**src/rtl/chan_buf_pkg.sv**
```systemverilog
// Shared types and helpers for the channel elastic buffer array.
// Holds the per-channel mode encoding and the pointer-width helper.
package chan_buf_pkg;

    typedef enum logic {
        MODE_FIFO   = 1'b0,
        MODE_BYPASS = 1'b1
    } chan_mode_e;

    // Pointer width for a power-of-two depth; never below one bit.
    function automatic int clog2(input int n);
        return (n <= 2) ? 1 : $clog2(n);
    endfunction

endpackage

```
**src/rtl/chan_fifo.sv**
```systemverilog
// Single-channel first-word-fall-through FIFO with flush and occupancy level.
// Pointers, count and storage are held in three copies and majority-voted.
module chan_fifo
    import chan_buf_pkg::*;
#(
    parameter  int W     = 8,
    parameter  int DEPTH = 4,
    localparam int AW    = clog2(DEPTH)
) (
    input  logic          clk,
    input  logic          rstn,
    input  logic          flush,
    input  logic          active,
    input  logic          in_valid,
    input  logic [W-1:0]  in_data,
    output logic          in_ready,
    output logic          out_valid,
    input  logic          out_ready,
    output logic [W-1:0]  out_data,
    output logic [AW:0]   level,
    output logic          wr
);

    localparam logic [AW:0] FULL = (AW + 1)'(DEPTH);

    logic [AW-1:0] rd_q  [3];
    logic [AW-1:0] wr_q  [3];
    logic [AW:0]   cnt_q [3];
    logic [W-1:0]  mem_q [3][DEPTH];

    logic [AW-1:0] rd_v, wr_v;
    logic [AW:0]   cnt_v;
    logic [W-1:0]  m0, m1, m2;
    logic          rd, clr;

    assign rd_v  = (rd_q[0] & rd_q[1]) | (rd_q[0] & rd_q[2]) | (rd_q[1] & rd_q[2]);
    assign wr_v  = (wr_q[0] & wr_q[1]) | (wr_q[0] & wr_q[2]) | (wr_q[1] & wr_q[2]);
    assign cnt_v = (cnt_q[0] & cnt_q[1]) | (cnt_q[0] & cnt_q[2]) | (cnt_q[1] & cnt_q[2]);

    // A read frees a slot in the same edge, so a full FIFO still accepts when drained.
    assign in_ready  = rstn & active & ~flush & ((cnt_v != FULL) | out_ready);
    assign out_valid = rstn & active & (cnt_v != '0);
    assign wr        = in_valid & in_ready;
    assign rd        = out_valid & out_ready & ~flush;
    assign clr       = flush & active;
    assign level     = rstn ? cnt_v : '0;

    assign m0       = mem_q[0][rd_v];
    assign m1       = mem_q[1][rd_v];
    assign m2       = mem_q[2][rd_v];
    assign out_data = (m0 & m1) | (m0 & m2) | (m1 & m2);

    // NOTE: state registers use non-blocking assignments so every copy samples pre-edge values.
    always_ff @(posedge clk) begin
        for (int k = 0; k < 3; k++) begin
            if (!rstn || clr) begin
                rd_q[k]  <= '0;
                wr_q[k]  <= '0;
                cnt_q[k] <= '0;
            end else begin
                rd_q[k]  <= rd ? rd_v + AW'(1) : rd_v;
                wr_q[k]  <= wr ? wr_v + AW'(1) : wr_v;
                cnt_q[k] <= cnt_v + {{AW{1'b0}}, wr} - {{AW{1'b0}}, rd};
            end
        end
    end

    // NOTE: storage is not reset; out_valid masks stale entries, and skipping reset keeps it RAM-mappable.
    always_ff @(posedge clk) begin
        if (wr) begin
            for (int k = 0; k < 3; k++) begin
                mem_q[k][wr_v] <= in_data;
            end
        end
    end

endmodule

```
**src/rtl/chan_elastic_buf.sv**
```systemverilog
// CH independent W-bit channels, each a chan_fifo or a combinational bypass.
// A bypass request takes effect only once the channel is empty, so no data is lost.
module chan_elastic_buf
    import chan_buf_pkg::*;
#(
    parameter  int CH    = 6,
    parameter  int W     = 8,
    parameter  int DEPTH = 4,
    localparam int AW    = clog2(DEPTH)
) (
    input  logic                 clk,
    input  logic                 rstn,
    input  logic                 flush,
    input  logic [CH-1:0]        bypass,
    input  logic [CH*W-1:0]      in_data,
    input  logic [CH-1:0]        in_valid,
    output logic [CH-1:0]        in_ready,
    output logic [CH*W-1:0]      out_data,
    output logic [CH-1:0]        out_valid,
    input  logic [CH-1:0]        out_ready,
    output logic [CH*(AW+1)-1:0] level
);

    for (genvar c = 0; c < CH; c++) begin : g_ch
        chan_mode_e     mode_q [3];
        chan_mode_e     mode;
        logic           fifo_act;
        logic           f_in_ready, f_out_valid, f_wr;
        logic [W-1:0]   f_data;
        logic [AW:0]    f_level;

        assign mode = chan_mode_e'((mode_q[0] & mode_q[1]) | (mode_q[0] & mode_q[2])
                                 | (mode_q[1] & mode_q[2]));
        assign fifo_act = (mode == MODE_FIFO);

        chan_fifo #(.W(W), .DEPTH(DEPTH)) u_fifo (
            .clk       (clk),
            .rstn      (rstn),
            .flush     (flush),
            .active    (fifo_act),
            .in_valid  (in_valid[c]),
            .in_data   (in_data[c*W +: W]),
            .in_ready  (f_in_ready),
            .out_valid (f_out_valid),
            .out_ready (out_ready[c]),
            .out_data  (f_data),
            .level     (f_level),
            .wr        (f_wr)
        );

        // A flush empties the FIFO this edge, so a pending mode change may land with it.
        always_ff @(posedge clk) begin
            for (int k = 0; k < 3; k++) begin
                if (!rstn) begin
                    mode_q[k] <= MODE_FIFO;
                end else if ((f_level == '0 || (flush && fifo_act)) && !f_wr) begin
                    mode_q[k] <= bypass[c] ? MODE_BYPASS : MODE_FIFO;
                end else begin
                    mode_q[k] <= mode;
                end
            end
        end

        assign in_ready[c]         = fifo_act ? f_in_ready  : (rstn & out_ready[c]);
        assign out_valid[c]        = fifo_act ? f_out_valid : (rstn & in_valid[c]);
        assign out_data[c*W +: W]  = fifo_act ? f_data      : in_data[c*W +: W];
        assign level[c*(AW+1) +: AW+1] = f_level;
    end

endmodule

```
**config.mk**
```make
export PLATFORM = sky130hd
export DESIGN_NAME = chan_elastic_buf
export DESIGN_NICKNAME = d
export VERILOG_FILES = /design/src/rtl/chan_buf_pkg.sv /design/src/rtl/chan_fifo.sv /design/src/rtl/chan_elastic_buf.sv
export SDC_FILE = /design/constraint.sdc
export NUM_CORES = 1
export LEC_CHECK = 0
export BUFFER_PORTS_ARGS = -buffer_cell sky130_fd_sc_hd__buf_4
export CORE_UTILIZATION = 50
export DETAILED_ROUTE_END_ITERATION = 8
export GPL_TIMING_DRIVEN = 1
export PLACE_DENSITY = 0.73
export REMOVE_ABC_BUFFERS = 1
export SLEW_MARGIN = 30
export SYNTH_ARGS = -nofsm -noshare
export SYNTH_HDL_FRONTEND = slang
export SYNTH_SLANG_ARGS = --single-unit
export TNS_END_PERCENT = 20
```
**constraint.sdc**
```tcl
create_clock -name clk -period 2.45 [get_ports clk]
set_input_delay 0.1225 -clock clk [delete_from_list [all_inputs] [get_ports clk]]
set_output_delay 0.1225 -clock clk [all_outputs]
set_load 0.01 [all_outputs]
```
# --- Word-level counts from Yosys, hierarchy flattened ---
# Memories as Yosys holds them, arrays and structs flattened.
# Cells that the tools add are included.
classes:
  add_sub_neg: 24
  order_cmp: 18
  muxes: 265
  n_bitwise: 325
  eq_ne: 6
  reduce_logical: 49
op_table:
  columns: ["operator", "n"]
  rows:
  - ["2-to-1 mux 8 bit", 48]
  - ["binary-select mux 8 bit (select 2 bit)", 18]
  - ["2-to-1 mux 32 bit", 6]
  - ["AND 8 bit", 18]
  - ["2-to-1 mux 1 bit", 115]
  - ["OR 1 bit", 108]
  - ["demux 8 bit (select 2 bit)", 6]
  - ["2-to-1 mux 2 bit", 48]
  - ["OR 8 bit", 12]
  - ["AND 1 bit", 78]
  - ["AND 2 bit", 36]
  - ["2-to-1 mux 3 bit", 24]
  - ["AND 3 bit", 18]
  - ["OR 2 bit", 24]
  - [">= comparator 3 bit (second input constant)", 12]
  - ["NOT 2 -> 3 bit", 12]
  - ["OR 3 bit", 12]
  - ["adder 2 x 1 -> 2 bit (second input constant)", 12]
  - ["adder 3 x 1 -> 3 bit", 6]
  - ["logical AND 1 bit", 18]
  - ["logical NOT 3 bit", 6]
  - ["< comparator 3 x 1 -> 1 bit (second input constant)", 6]
  - ["!= test 3 bit (second input constant)", 6]
  - ["nonzero test 3 bit", 6]
  - ["other kinds (4)", 32]
word_totals:
  inputBits: 69
  n_memories: 30
  mem_bits_rw: 720
  elab_cells: 717
  regBits: 0
  out_inout_bits: 78
memory_table:
  columns: ["memory", "words", "word_bits", "read_ports", "rd_ports_with_merged_regs", "wr", "line", "source"]
  rows:
  - ["g_ch[0].u_fifo.mem_q", 3, 32, 3, 0, 3, "chan_fifo.sv:29", "logic [W-1:0] mem_q [3][DEPTH];"]
  - ["g_ch[1].u_fifo.mem_q", 3, 32, 3, 0, 3, "chan_fifo.sv:29", null]
  - ["g_ch[2].u_fifo.mem_q", 3, 32, 3, 0, 3, "chan_fifo.sv:29", null]
  - ["g_ch[3].u_fifo.mem_q", 3, 32, 3, 0, 3, "chan_fifo.sv:29", null]
  - ["g_ch[4].u_fifo.mem_q", 3, 32, 3, 0, 3, "chan_fifo.sv:29", null]
  - ["g_ch[5].u_fifo.mem_q", 3, 32, 3, 0, 3, "chan_fifo.sv:29", null]
  - ["+24 memories", null, null, null, null, null, null, null]

# --- Logic depth before layout (Yosys ltp) ---
logic_depth:
  word_depth: 15
  ltp_mapped: 11
  ltp_nobuf: 10

# --- Hierarchy ---
# From an unflattened synthesis, not the netlist that was laid out.
hier_totals:
  hier_cells: 712
  hier_area_um2: 11018.1
by_module_without_submodules:
  columns: ["module", "cells_each", "seq_area_each_um2", "area_each_um2", "n_inst"]
  rows:
  - ["chan_fifo (g_ch[0].u_fifo ...)", 97, 1101.1, 1640.3, 5]
  - ["chan_fifo (g_ch[5].u_fifo)", 97, 1101.1, 1636.6, 1]
  - ["chan_elastic_buf", 130, 180.2, 1179.9, 1]

# --- Worst setup path before layout ---
# No wires, ideal clock.
synth_timing:
  path_type: "register -> register"
  start: "memory g_ch[1].u_fifo.cnt_q[2][1] (netlist name)"
  end: "memory g_ch[1].u_fifo.cnt_q[2][2] (netlist name)"
  setup_ns: 0.078
  arrival_time_ns: 2.272
  synth_period_minus_slack_ns: 2.349
  stages_incl_launch_ff: 12
  path_buffers: 1
  required_ns: 2.372
  path_slack_ns: 0.101
  path_cell_list: "dfxtp_1 or3_1 clkbuf_1 and3_2 ha_1 inv_1 ha_1 inv_1 fa_1 xor2_1 and2_1 nor3_1"
synth_rtl:
  columns: ["item", "line", "source"]
  rows:
  - ["from (decl)", "chan_fifo.sv:28", "logic [AW:0] cnt_q [3];"]

==> summary.md <==
| Metric | Value |
|---|---|
| TritonCTS Buffers | `26` |
| Final Skew | `11.02 ps` |
| Crit path max-delay family | `simple AND/OR/NAND/NOR gates` |
| GPL Wtd Cong | `0.8123` |
| First DRT Iteration DRCs | `304` |
| Switching share of power | `21.30%` |
| CP bufs+invs | `2` |
| Logic gate share of total power | `under 10%` |
| Hold path endpoint | `g_ch[0].mode_q[1]` |
| Clock network power share | `43.9%` |
| CP Class | `flip-flop to flip-flop` |
| Post-Synthesis Cells | `700` |
| Net Sw Power | `1969 uW` |
| Post-Syn Area per Cell | `15.81 um2` |
| Minimum clock period | `between 2000 and 2500 ps` |
| Clock tree sinks | `240` |
| Share of cells above drive strength 1 | `between 30% and 40%` |
| WL final | `23.17 mm` |
| Die span in y | `150.8 um` |
| # fillers | `1520` |
| Register area share after synthesis | `61.32%` |
| Drt pass-1 iters | `5` |
| Die width | `about 150 um` |
| Status | `finished clean` |
| Crit path max-delay cell type | `edfxtp_1` |
| CP Capture Type | `flip-flop` |
| Finish-stage setup viols | `0` |
| PwrDens | `655.3 mW/mm2` |
| Clock Latency Late Sink | `520 ps` |
| Via count | `a little under 7000` |
| Cell with the most instances after synthesis | `edfxtp_1` |
| Input/output buffers | `between 100 and 150` |
| WP data required | `2890 ps` |
| Commonest cells post-synth | `edfxtp_1 (198), mux2_2 (48), mux4_2 (48)` |
| Total Nets Final | `1039` |
| Hold path start | `bypass[0]` |
| Async S/R FF share, synth | `0%` |
| Initial antenna violation count | `0` |
| Std cell rows | `54` |
| Period utilisation layout | `98.80%` |
| Max Clock Freq | `413.1 MHz` |
| Area grow syn2layout | `27.48%` |
| Reg clk slew, reported paths | `around 60 ps` |
| Hold path depth | `3` |
| WP data arrival | `2860 ps` |
| Crit path launch | `g_ch[1].mode_q[0]` |
| Worst flop-to-flop path startpoint | `g_ch[1].mode_q[0]` |
| Ant diodes | `0` |
| Mapped cell area | `about 0.011 mm2` |
| All-Layer GR Usage | `20.33%` |
| Core area | `0.02176 mm2` |
| Ys flop type | `edfxtp_1` |
| Synth area leaders | `edfxtp_1 (54%), mux4_2 (9.8%), dfxtp_1 (7.6%)` |
| Largest net degree at the start of global routing | `22` |
| Int Pwr | `slightly above 7000 uW` |
| Final ANT Viol Nets | `0` |
| Die Area | `roughly 0.023 mm2` |
| Post-synth EDFFs | `198` |
| VDD IR max | `0.5158 mV` |
| Distinct cell type count after synthesis | `36` |
| Area share of the largest cell type after synthesis | `53.73%` |
| Rel. slew slack | `66.55%` |
| Static leakage | `0.005401 uW` |
| I/O pin total | `roughly 150` |
| Vias in the first global route | `6977` |
| Initial Util | `50.87%` |
| CP Depth | `10` |
| DP HPWL | `15.20 mm` |
| Hold slack | `21.62 ps` |
| CP Launch Type | `flip-flop` |
| FF+latch count, synth | `240` |
| DRC | `0` |
| GRT overflow | `0` |
| DR vias/cell | `5.532` |
| Max-Cap Viols | `0` |
| Worst min-delay path category | `primary input to flip-flop` |
| Storage cell area | `0.006798 mm2` |
| H-tree levels | `1` |
| Clk buf depth | `3` |
| R2r setup slk | `30 ps` |
| Synth warn | `0` |
| Worst r2r path cells | `10` |
| Actual slew at the worst max-slew pin | `between 500 and 600 ps` |
| Cells along the critical path | `nor3b_2, and3_4, ha_4, inv_1, ha_2, inv_2, fa_2, xor2_2, and2_4, nor3_2` |
| CP max FO | `3` |
| Crit-path max cell delay | `approximately 430 ps` |
| FF-to-FF End | `g_ch[1].u_fifo.cnt_q[2][2]` |
| First-pass GRT wire length | `35.77 mm` |
| CTS tree | `yes` |
| Design Power | `9245 uW` |
| Fin. Hold Viols | `0` |
| Avg WL per Cell | `around 19 um` |
| Sequential power share | `about half` |
| Root Buffer | `clkbuf_16` |
| Synth area leader | `edfxtp_1` |
| Max Slew Vio Count | `0` |
| Multi-input gate area in the final layout | `0.003966 mm2` |
## state kept, by name, indices dropped and copies added (netlist names)
signal and count:
g_ch.mode_q 6, g_ch.u_fifo.cnt_q 18, g_ch.u_fifo.mem_q 192, g_ch.u_fifo.rd_q 12, g_ch.u_fifo.wr_q 12
## how the worst max path moves through the flow
stage / end / slack (ps)
2_1_floorplan: g_ch[1].u_fifo.cnt_q[2][2] / -230
3_3_place_gp: g_ch[1].u_fifo.cnt_q[2][2] / 180
3_5_place_dp: g_ch[1].u_fifo.cnt_q[2][2] / -30
4_1_cts: out_data[4] / 2
5_1_grt: g_ch[1].u_fifo.cnt_q[2][2] / -30
6_report: g_ch[1].u_fifo.cnt_q[2][2] / 30
## layer usage
| layer | global-route usage [%] | up-vias | part of all wire, % |
|---|---|---|---|
| met4 | 6.150 | 0 | 1.7 |
| met3 | 3.102 | 36 | 5.0 |
| met2 | 35.85 | 186 | 52 |
| met1 | 25.82 | 3427 | 41 |
| met5 | 0 | - | 0 |
| li1 | - | 3144 | - |
## power groups by stage
stage                     clock (uW)  combinational [uW]  sequential, uW
after global routing            4290                 772            4470
after detailed placement           0                 632            4560
after global placement             0                 609            4550
after CTS                       4140                 713            4470
after floorplan                    0                 253            4570
final                           4060                 715            4470
## cell usage in the layout (no fill, tap or decap), types with 6 or more instances in the layout
cell | synthesis | layout
nand2b_1 | 12 | 12
a32o_1 | 6 | 6
mux4_2 | 48 | 48
a31o_2 | 6 | 6
conb_1 | 1 | 6
and2_1 | 26 | 25
and3_1 | 32 | 32
dlygate4sd3_1 | 0 | 59
and3_2 | 7 | 6
nand4_1 | 12 | 12
nand3_1 | 18 | 18
clkbuf_16 | 0 | 27
or4b_4 | 6 | 6
o211a_1 | 6 | 6
a21o_1 | 12 | 12
dfxtp_1 | 42 | 37
inv_1 | 39 | 38
mux2i_1 | 12 | 12
nor4bb_1 | 6 | 6
mux2_2 | 48 | 48
ha_1 | 36 | 34
a32oi_2 | 6 | 6
nor2_1 | 9 | 9
buf_4 | 2 | 181
a21oi_1 | 13 | 13
nor3b_2 | 6 | 6
edfxtp_1 | 198 | 198
nand2_1 | 18 | 18
## what timing repair did
action / in CTS / in global routing
hold buffers: 59 / 0
pin swaps: 0 / 7
resized for setup: 6 / 11
hold endpoints to repair: 209 / 0
endpoints found under the setup margin: 4 / 18
setup buffers: 0 / 3
## through the flow
stage	area (um2)	instances	util, %	setup WS (ps)	setup TNS, ps
floorplan	10850	660	-	-227.0	-646.3
global placement	12540	1118	57.63	181.8	0
detailed placement	12540	1118	57.63	-25.22	-25.22
CTS	14050	1225	64.57	1.818	0
global route	14110	1228	64.85	-25.26	-25.26
finish	14110	1228	64.85	29.40	0
## cell type report
cell class	count	area share, %
well taps	280	2.483
inverters	39	1.038
repair buffers	240	13.82
flip-flops and latches	240	48.18
multi-input cells	381	28.11
clock buffers	29	4.842
clock inverters	19	1.525
## worst register-to-register path, stage by stage (launching register included)
cell and delay (ps):
edfxtp_1 430, nor3b_2 270, and3_4 260, ha_4 200
inv_1 60, ha_2 180, inv_2 40, fa_2 390
xor2_2 210, and2_4 150, nor3_2 150
## kinds of logic (layout without fill, tap and decap cells)
family	Yosys count	in the layout	synth area share [%]
AND/OR/NAND/NOR	162	162	9.350
AO/OA/AOI/OAI	54	54	4.240
buffers and inverters	84	327	3.448
flip-flops	240	240	61.32
multiplexers	108	108	15.74
other	1	6	0.03388
XOR/XNOR	9	9	0.7123
adder cells (fa/ha/maj)	42	42	5.155
Power figures use the tool's default switching activity.
